==> config.mk <==
export PLATFORM = sky130hd
export DESIGN_NAME = run_length_counter
export DESIGN_NICKNAME = d
export VERILOG_FILES = /design/src/rtl/mil1553_pkg.sv /design/src/rtl/majority3_filter.sv /design/src/rtl/run_length_counter.sv
export SDC_FILE = /design/constraint.sdc
export NUM_CORES = 1
export LEC_CHECK = 0
export CORE_AREA = 3 3 45 56
export CTS_BUF_LIST = sky130_fd_sc_hd__clkbuf_8
export CTS_CLUSTER_SIZE = 16
export DETAILED_ROUTE_END_ITERATION = 10
export DIE_AREA = 0 0 48 59
export PLACE_DENSITY_LB_ADDON = 0.05
export SLEW_MARGIN = 10
export SYNTH_ARGS = -nofsm -noshare
export SYNTH_HDL_FRONTEND = slang
export SYNTH_HIERARCHICAL = 1
export SYNTH_SLANG_ARGS = --single-unit
==> constraint.sdc <==
create_clock -name i_clk -period 2.82 [get_ports i_clk]
set_clock_uncertainty 0.1 [all_clocks]
set_input_delay 0.705 -clock i_clk [delete_from_list [all_inputs] [get_ports i_clk]]
set_output_delay 0.705 -clock i_clk [all_outputs]
set_load 0.01 [all_outputs]
==> src/rtl/mil1553_pkg.sv <==
// Shared MIL-STD-1553 receive-path types and helpers.
// Used by run_length_counter and the downstream decode stages.
package mil1553_pkg;

    // Widest run length any decode stage is expected to carry.
    localparam int unsigned RUN_LENGTH_MAX_W = 16;

    // Saturation value of a run counter of the given width.
    function automatic int unsigned run_max(input int unsigned width);
        return (32'd1 << width) - 32'd1;
    endfunction

    typedef struct packed {
        logic [RUN_LENGTH_MAX_W-1:0] length;
        logic                        level;
        logic                        sat;
    } run_t;

endpackage

==> src/rtl/majority3_filter.sv <==
// Registered 3-sample majority vote; rejects single-clock glitches.
// Instantiated by run_length_counter only when RUN_LENGTH_DEGLITCH_EN is defined.
module majority3_filter
    import mil1553_pkg::*;
(
    input  logic i_clk,
    input  logic i_rst,
    input  logic i_d,
    output logic o_q
);

    logic d1_q;
    logic d2_q;
    logic q_q;
    logic vote;

    always_comb begin
        vote = (i_d & d1_q) | (i_d & d2_q) | (d1_q & d2_q);
    end

    always_ff @(posedge i_clk or posedge i_rst) begin
        if (i_rst) begin
            d1_q <= 1'b0;
            d2_q <= 1'b0;
            q_q  <= 1'b0;
        end else begin
            d1_q <= i_d;
            d2_q <= d1_q;
            q_q  <= vote;
        end
    end

    assign o_q = q_q;

endmodule

==> src/rtl/run_length_counter.sv <==
// Measures run lengths of the asynchronous 1553 receive line and emits one record per level change.
// Optional feature macro: RUN_LENGTH_DEGLITCH_EN inserts a majority filter ahead of edge detection.
module run_length_counter
    import mil1553_pkg::*;
#(
    parameter int unsigned COUNTER_SIZE = 6,
    parameter int unsigned SYNC_STAGES  = 2
) (
    input  logic                    i_clk,
    input  logic                    i_rst,
    input  logic                    i_enable,
    input  logic                    i_rx,
    output logic                    o_run_valid,
    output logic [COUNTER_SIZE-1:0] o_run_length,
    output logic                    o_run_level,
    output logic                    o_run_sat,
    output logic                    o_idle
);

    localparam logic [COUNTER_SIZE-1:0] CountMax = COUNTER_SIZE'(run_max(COUNTER_SIZE));

    if (SYNC_STAGES < 2) begin : g_sync_stages_check
        $fatal(1, "run_length_counter: SYNC_STAGES must be at least 2");
    end

    logic [SYNC_STAGES-1:0]  sync_q;
    logic                    s_rx;
    logic                    det_rx;
    logic                    prev_q;
    logic                    edge_det;

    logic [COUNTER_SIZE-1:0] count_q, count_d;
    logic                    primed_q, primed_d;
    logic                    valid_q, valid_d;
    logic [COUNTER_SIZE-1:0] length_q, length_d;
    logic                    level_q, level_d;
    logic                    sat_q, sat_d;
    logic                    idle_q, idle_d;

    always_ff @(posedge i_clk or posedge i_rst) begin
        if (i_rst) begin
            sync_q <= '0;
        end else begin
            sync_q <= {sync_q[SYNC_STAGES-2:0], i_rx};
        end
    end

    assign s_rx = sync_q[SYNC_STAGES-1];

`ifdef RUN_LENGTH_DEGLITCH_EN
    majority3_filter u_deglitch (
        .i_clk (i_clk),
        .i_rst (i_rst),
        .i_d   (s_rx),
        .o_q   (det_rx)
    );
`else
    assign det_rx = s_rx;
`endif

    // The synchroniser and prev keep sampling while disabled so re-enable sees no stale edge.
    always_comb begin
        edge_det = det_rx ^ prev_q;
        count_d  = count_q;
        primed_d = primed_q;
        valid_d  = 1'b0;
        length_d = length_q;
        level_d  = level_q;
        sat_d    = sat_q;
        idle_d   = 1'b0;

        if (!i_enable) begin
            count_d  = '0;
            primed_d = 1'b0;
        end else begin
            idle_d = (count_q == CountMax);
            if (edge_det) begin
                count_d  = COUNTER_SIZE'(1);
                primed_d = 1'b1;
                // The first edge only marks a run start; the run before it has no known start.
                if (primed_q) begin
                    valid_d  = 1'b1;
                    length_d = count_q;
                    level_d  = prev_q;
                    sat_d    = (count_q == CountMax);
                end
            end else if (count_q != CountMax) begin
                count_d = count_q + COUNTER_SIZE'(1);
            end
        end
    end

    always_ff @(posedge i_clk or posedge i_rst) begin
        if (i_rst) begin
            prev_q   <= 1'b0;
            count_q  <= '0;
            primed_q <= 1'b0;
            valid_q  <= 1'b0;
            length_q <= '0;
            level_q  <= 1'b0;
            sat_q    <= 1'b0;
            idle_q   <= 1'b0;
        end else begin
            prev_q   <= det_rx;
            count_q  <= count_d;
            primed_q <= primed_d;
            valid_q  <= valid_d;
            length_q <= length_d;
            level_q  <= level_d;
            sat_q    <= sat_d;
            idle_q   <= idle_d;
        end
    end

    assign o_run_valid  = valid_q;
    assign o_run_length = length_q;
    assign o_run_level  = level_q;
    assign o_run_sat    = sat_q;
    assign o_idle       = idle_q;

endmodule

* Yosys cells after proc, flatten, opt, wreduce, memory -nomap -nowiden *
Cells that the tools add are included.
W data, S select, Z words.

storage, ports and cells
  flip-flop bits (word level) = 20
  output and inout bits = 10
  word-level logic and storage cells = 25

operators by class
  add/subtract/negate cells = 1
  reduce and logical (&&, ||, !) cells = 1
  bitwise operators = 1
  mux-type cells = 9
  equal/unequal tests = 4

operators by type and width
  cell                   count
  $mux W6                3
  $add A6 B1 Y6 const B  1
  $eq A6 B6 Y1 const B   1
  $mux W1                6
  $ne A6 B6 Y1 const B   1
  $ne A3 B1 Y1 const B   1
  $reduce_and A3 Y1      1
  $ne A2 B1 Y1 const B   1
  $xor A1 B1 Y1          1

* Longest topological paths before layout *
Gate-level depths: netlist (run 1).

  word-level depth = 4
  gate-level depth with buffers = 4
  mapped depth without buffers = 4

* Worst setup path after synthesis (run 1) *
Ideal clock, no wire load.

  path type = input port to flip-flop
  from = input i_enable
  to = register length_q[0] (netlist: o_run_length[0])
  path slack = 1,300 ps
  path buffers = 1
  data arrival time = 1,295 ps
  stages = 3
  path through = and3_1 -> buf_6 -> mux2_2

on the way
  longest elaborated chain between the ends = 1

RTL lines
  what                                line                       RTL
  start, declared                     run_length_counter.sv:11   input logic i_enable,
  $reduce_and A3 Y1 (no source line)  -
  end signal, assigned                run_length_counter.sv:108  length_q <= length_d;
  end, declared                       run_length_counter.sv:35   logic [COUNTER_SIZE-1:0] length_q, length_d;

Every way passes these cells.
A chain may end at the register's enable or synchronous reset.

* Worst setup path after layout (run 1) *
Same ends and word-level chain as after synthesis.

==> results of run 1 <==
==> final cells by class <==
class,instances,share of cell area
inverter,1,0.00375
sequential,20,0.500
timing repair buffer,13,0.130
tap,20,0.0250
multi-input combinational,39,0.286
clock buffer,4,0.0550
==> final timing paths <==
check,startpoint,endpoint,slack (ps)
max in group asynchronous,i_rst,o_run_length[5],1380
min,sync_q[0],sync_q[1],260
min in group asynchronous,i_rst,o_run_valid,770
min reg2reg,sync_q[0],sync_q[1],260
max,i_enable,o_run_length[0],800
max reg2reg,prev_q,o_run_length[0],1100
==> worst max-delay path: cells and delay by family <==
family | cells | cell delay [ps]
buffers and inverters | 1 | 530
and+or+nand+nor | 1 | 450
muxes | 1 | 390
==> power breakdown <==
group	leakage [nW]	total, mW	internal, mW	switching [mW]
logic	0.165	0.0675	0.0394	0.0280
registers	0.264	0.316	0.305	0.0111
clock network	0.0288	0.215	0.124	0.0910
total	0.458	0.599	0.469	0.130
==> routing by layer <==
| layer | global-route usage | vias up | share of wire |
|---|---|---|---|
| li1 | - | 247 | - |
| met1 | 0.142 | 263 | 0.44 |
| met2 | 0.191 | 11 | 0.50 |
| met3 | 0.0334 | 3 | 0.039 |
| met4 | 0.100 | 0 | 0.027 |
| met5 | 0 | - | 0 |
==> stage by stage <==
step	instance area (um^2)	cells
floorplan	802	61
global placement	946	93
detailed placement	946	93
CTS	1000	97
global route	1000	97
finish	1000	97
==> synthesized netlist by cell type, drive strengths merged <==
cell    number  area, um^2
a211oi       1        7.51
a21oi        4        20.0
a311oi       2        17.5
and2         2        12.5
and3         4        25.0
buf          1        11.3
dfrtp       20         500
ha           1        12.5
inv          1        3.75
mux2         8        90.1
nand2        4        15.0
nand3        2        10.0
nor2         2        7.51
nor2b        2        12.5
o211a        1        10.0
o21a         1        7.51
o21ai        1        5.00
or4          1        7.51
xnor2        2        17.5
xor2         1        8.76
==> cells by family (layout without fill, tap and decap cells) <==
logic type,after synthesis,count (layout)
buffers and inverters,2,18
flip-flops,20,20
XOR/XNOR,3,3
AO/OA/AOI/OAI,10,10
adder cells (fa/ha/maj),1,1
multiplexers,8,8
AND/OR/NAND/NOR,17,17
==> sequential cells by signal, indices dropped and copies added (netlist names) <==
signal        flops
prev_q            1
o_run_valid       1
o_run_sat         1
o_idle            1
primed_q          1
o_run_level       1
sync_q            2
o_run_length      6
count_q           6
==> reports/results.tsv, run 1 <==
stage	metric	value	unit
synth	Post-Syn Instances	61	
cells_and_area	commonest non-fill, non-tap cell in the layout	dfrtp_1	
synth	post-synthesis compound-gate area fraction	0.0842	
clock_tree	Root Buffer	clkbuf_8	
cells_and_area	commonest non-fill, non-tap cells in the layout	dfrtp_1 (20), clkdlybuf4s50_1 (13), mux2_2 (8)	
cells_and_area	antenna cells	0	
synth	Synth Area in Simple Gates	0.112	
pwr	VDD IR max	0.296	mV
clock_tree	worst skew pair latency	260	ps
synth	Synth Cell Area	802	um^2
clock_tree	Hold-fix buffers, CTS	0	
min_path	HP Class	register to register	
clock_tree	setup bufs post-CTS	0	
floorplanning	Die Ht	59	um
route	DRC violations left	0	
setup_path	CP cell instances	clkdlybuf4s50_1, and3_1, mux2_2	
route	antenna viol nets, final	0	
floorplanning	Die Wd	48	um
synth	register area share after synthesis	0.624	
setup_path	Critical Path AT	2070	ps
floorplanning	Rows	18	
setup_path	critical path data required time	2870	ps
cells_and_area	register area	500	um^2
clock_tree	clock tree sinks	20	
synth	Distinct cells, synth	21	
synth	Syn Nets	66	
timing	Max Fclk	0.495	GHz
cells_and_area	layout cell share with drive strength beyond 1	0.156	
cells_and_area	# fillers	197	
route	Vias/cell	5.40	
pwr	PD cells	598	nW/um^2
setup_path	CP max stage delay	530	ps
synth	number of synthesized register bits	20	
timing	final setup violation count	0	
synth	Synth Area in Adders	0.0156	
run_status	outcome	finished, final reports clean	
cells_and_area	Util after Layout	0.494	
clock_tree	H-tree depth	1	
clock_tree	quantity of gates resized following cts	0	
cells_and_area	multi-input logic area	287	um^2
timing	final hold slack	259	ps
placed_design	pre-CTS setup slack	502	ps
timing	final worst-path cycle share	0.717	
global_route	initial antenna violation count	0	
floorplanning	I/O Pins	14	
route	Starting DRT DRC Count	3	
setup_path	Setup CP Type	primary input to register	
route	drt total wl	1360	um
pwr	Leak Pwr	0.458	nW
global_route	vias in the first global route	547	
timing	Slew Viols, Final	0	
clock_tree	CTS tree	done	
clock_tree	total CTS buffers	3	
synth	post-synthesis mux area share	0.112	
setup_path	startpoint type of the worst setup path	primary input	
timing	RSZ-0062 raised after global routing	no	
synth	post-synthesis xor/xnor area fraction	0.0328	
pwr	Power Total	0.599	mW
setup_path	CP max FO	9	
synth	yosys warns	6	
global_route	Remaining Overflow, GRT	0	
global_route	largest net degree at the start of global routing	21	
timing	setup ws final	799	ps
floorplanning	starting density of the core	0.396	
cells_and_area	nets	83	
timing	Slew headroom	0.505	
min_path	hold path depth	0	
clock_tree	Clock Tree Buf Depth	2	
timing	Fin. Hold Viols	0	
synth	Mean Syn Cell Area	13.1	um^2
setup_path	reg2reg path depth	3	
route	routed vias	524	
placed_design	DP Wirelength	953	um
timing	Setup TNS	0	ps
route	Pre-antenna DRT Iters	3	
placed_design	GPL Wtd Cong	0.734	
placed_design	port bufs	13	
run	Max-cap violations	0	
setup_path	slowest CP cell	clkdlybuf4s50_1	
global_route	first-pass GRT wire length	2410	um
clock_tree	Clk pin slew, worst setup/hold paths	70	ps
timing	Worst Tran Pin Value	741	ps
global_route	GRT Total Usage	0.126	
cells_and_area	area grow syn2layout	24.8	%
route	Wirelength per Cell	14.0	um
timing	fin crit period	2020	ps
floorplanning	core area	2030	um^2
floorplanning	die area	2830	um^2
setup_path	CP endpoint kind	register	
synth	largest family of logic cells by synthesized area	simple AND/OR/NAND/NOR gates	
Note: power is estimated with default switching activity, not from simulation.
==> inputs of run 2 (changes only) <==
==> constraint.sdc (replaced) <==
create_clock -name i_clk -period 1.99 [get_ports i_clk]
set_clock_uncertainty 0.1 [all_clocks]
set_input_delay 0.4975 -clock i_clk [delete_from_list [all_inputs] [get_ports i_clk]]
set_output_delay 0.4975 -clock i_clk [all_outputs]
set_load 0.01 [all_outputs]
==> reports/results.tsv, run 2 (same netlist as run 1, synthesis figures left out) <==
stage	metric	value	unit	change
run_status	outcome	finished, final reports clean		unchanged
global_route	first-pass GRT wire length	2310	um	was 2410 um
cells_and_area	commonest non-fill, non-tap cells in the layout	dfrtp_1 (20), clkdlybuf4s50_1 (13), mux2_2 (8)		unchanged
cells_and_area	# fillers	188		was 197
route	Starting DRT DRC Count	12		was 3
setup_path	critical path data required time	1390	ps	was 2870 ps
clock_tree	setup bufs post-CTS	0		unchanged
clock_tree	CTS tree	done		unchanged
clock_tree	total CTS buffers	3		unchanged
timing	Max Fclk	0.578	GHz	
timing	Worst Tran Pin Value	272	ps	was 741 ps
setup_path	CP max stage delay	530	ps	about the same
clock_tree	H-tree depth	1		unchanged
route	DRC violations left	0		unchanged
route	routed vias	532		was 524
setup_path	CP cell instances	clkdlybuf4s50_1		was clkdlybuf4s50_1, and3_1, mux2_2
setup_path	reg2reg path depth	4		was 3
setup_path	CP top delay family	buffers and inverters		unchanged
setup_path	Critical Path AT	1130	ps	was 2070 ps
setup_path	CP Buf/Inv Count	1		unchanged
cells_and_area	layout cell share with drive strength beyond 1	0.188		was 0.156
floorplanning	Die Wd	48	um	unchanged
cells_and_area	Util after Layout	0.505		was 0.494
timing	Fin. Hold Viols	0		unchanged
cells_and_area	antenna cells	0		unchanged
timing	final worst-path cycle share	0.870		
route	Wirelength per Cell	13.4	um	was 14.0 um
floorplanning	die area	2830	um^2	unchanged
clock_tree	Clk pin slew, worst setup/hold paths	70	ps	about the same
min_path	HP Class	register to register		unchanged
floorplanning	Rows	18		unchanged
setup_path	startpoint type of the worst setup path	register		was primary input
pwr	VDD IR max	0.570	mV	was 0.296 mV
placed_design	Area after DPL	968	um^2	was 946 um^2
setup_path	slowest CP cell	clkdlybuf4s50_1		unchanged
clock_tree	quantity of gates resized following cts	0		unchanged
min_path	HP Start	sync_q[0]		unchanged
timing	Setup TNS	0	ps	unchanged
global_route	GRT Total Usage	0.116		was 0.126
global_route	largest net degree at the start of global routing	21		unchanged
setup_path	CP endpoint kind	primary output		was register
global_route	vias in the first global route	534		was 547
pwr	PD cells	831	nW/um^2	was 598 nW/um^2
cells_and_area	nets	86		was 83
placed_design	DP Wirelength	933	um	was 953 um
run	Max-cap violations	0		unchanged
pwr	Leak Pwr	0.473	nW	was 0.458 nW
floorplanning	starting density of the core	0.396		unchanged
timing	RSZ-0062 raised after global routing	no		unchanged
cells_and_area	commonest non-fill, non-tap cell in the layout	dfrtp_1		unchanged
floorplanning	I/O Pins	14		unchanged
timing	final setup violation count	0		unchanged
cells_and_area	post-route cell area	1020	um^2	was 1000 um^2
timing	fin crit period	1730	ps	
min_path	hold path depth	0		unchanged
clock_tree	worst skew pair latency	250	ps	was 260 ps
route	drt total wl	1340	um	was 1360 um
placed_design	GPL Wtd Cong	0.787		was 0.734
setup_path	Setup CP Type	register to primary output		was primary input to register
timing	Slew Viols, Final	0		unchanged
floorplanning	core area	2030	um^2	unchanged
route	antenna viol nets, final	0		unchanged
floorplanning	Die Ht	59	um	unchanged
min_path	Hold EP	sync_q[1]		unchanged
clock_tree	Clock Tree Buf Depth	2		unchanged
setup_path	reg2reg end	count_q[0]		was o_run_length[0]
placed_design	port bufs	13		unchanged
clock_tree	Hold-fix buffers, CTS	0		unchanged
setup_path	CP max FO	2		was 9
global_route	initial antenna violation count	0		unchanged
global_route	Remaining Overflow, GRT	0		unchanged
clock_tree	clock tree sinks	20		unchanged
timing	Slew headroom	0.819		was 0.505
clock_tree	Root Buffer	clkbuf_8		unchanged
setup_path	FF-to-FF setup slack	420	ps	was 1100 ps
route	Pre-antenna DRT Iters	4		was 3
route	Vias/cell	5.32		was 5.40
setup_path	r2r startpoint	count_q[0]		was prev_q
cells_and_area	area grow syn2layout	27.6	%	was 24.8%
==> run 2: report_power, final <==
part | total, mW | internal (mW) | switching [mW]
Clock | 0.302 | 0.176 | 0.127
Sequential | 0.446 | 0.432 | 0.0144
Combinational | 0.102 | 0.0597 | 0.0420
==> run 2: per-stage QoR <==
stage	hold WS, ps	total power [mW]	instances	worst slack (ps)
6_report	251	0.850	100	258
5_1_grt	272	0.889	100	192
4_1_cts	254	0.867	100	240
3_5_place_dp	238	0.557	96	113
3_3_place_gp	233	0.556	96	124
2_1_floorplan	231	0.502	61	554
==> run 2: final cells by class <==
| cell class | count | area (um^2) | area share |
|---|---|---|---|
| Sequential cell | 20 | 500 | 0.489 |
| Multi-Input combinational cell | 39 | 287 | 0.280 |
| Timing Repair Buffer | 16 | 153 | 0.149 |
| Clock buffer | 4 | 55.1 | 0.0538 |
| Tap cell | 20 | 25.0 | 0.0244 |
| Inverter | 1 | 3.75 | 0.00367 |
==> run 2: worst max path at each step <==
stage / startpoint / end / slack (ps) / depth (start not counted)
floorplan: prev_q / o_run_length[0] / 550 / 4
global placement: i_enable / o_run_length[1] / 120 / 4
detailed placement: i_enable / o_run_length[0] / 110 / 4
CTS: o_run_length[2] / o_run_length[2] / 240 / 1
global route: o_run_sat / o_run_sat / 190 / 1
finish: o_run_length[1] / o_run_length[1] / 260 / 1
==> run 2: worst reg2reg max path: stages (launching register included) <==
cell and delay (ps):
dfrtp_1 410, ha_1 230, nand2_1 110, or4_1 480, o211a_1 140
==> run 2: layer usage <==
layer	share of wire	global-route usage	wire (um)
met3	0.044	0.0334	59
met5	0	0	0
met1	0.48	0.146	642
met2	0.46	0.172	619
met4	0.010	0.0692	14
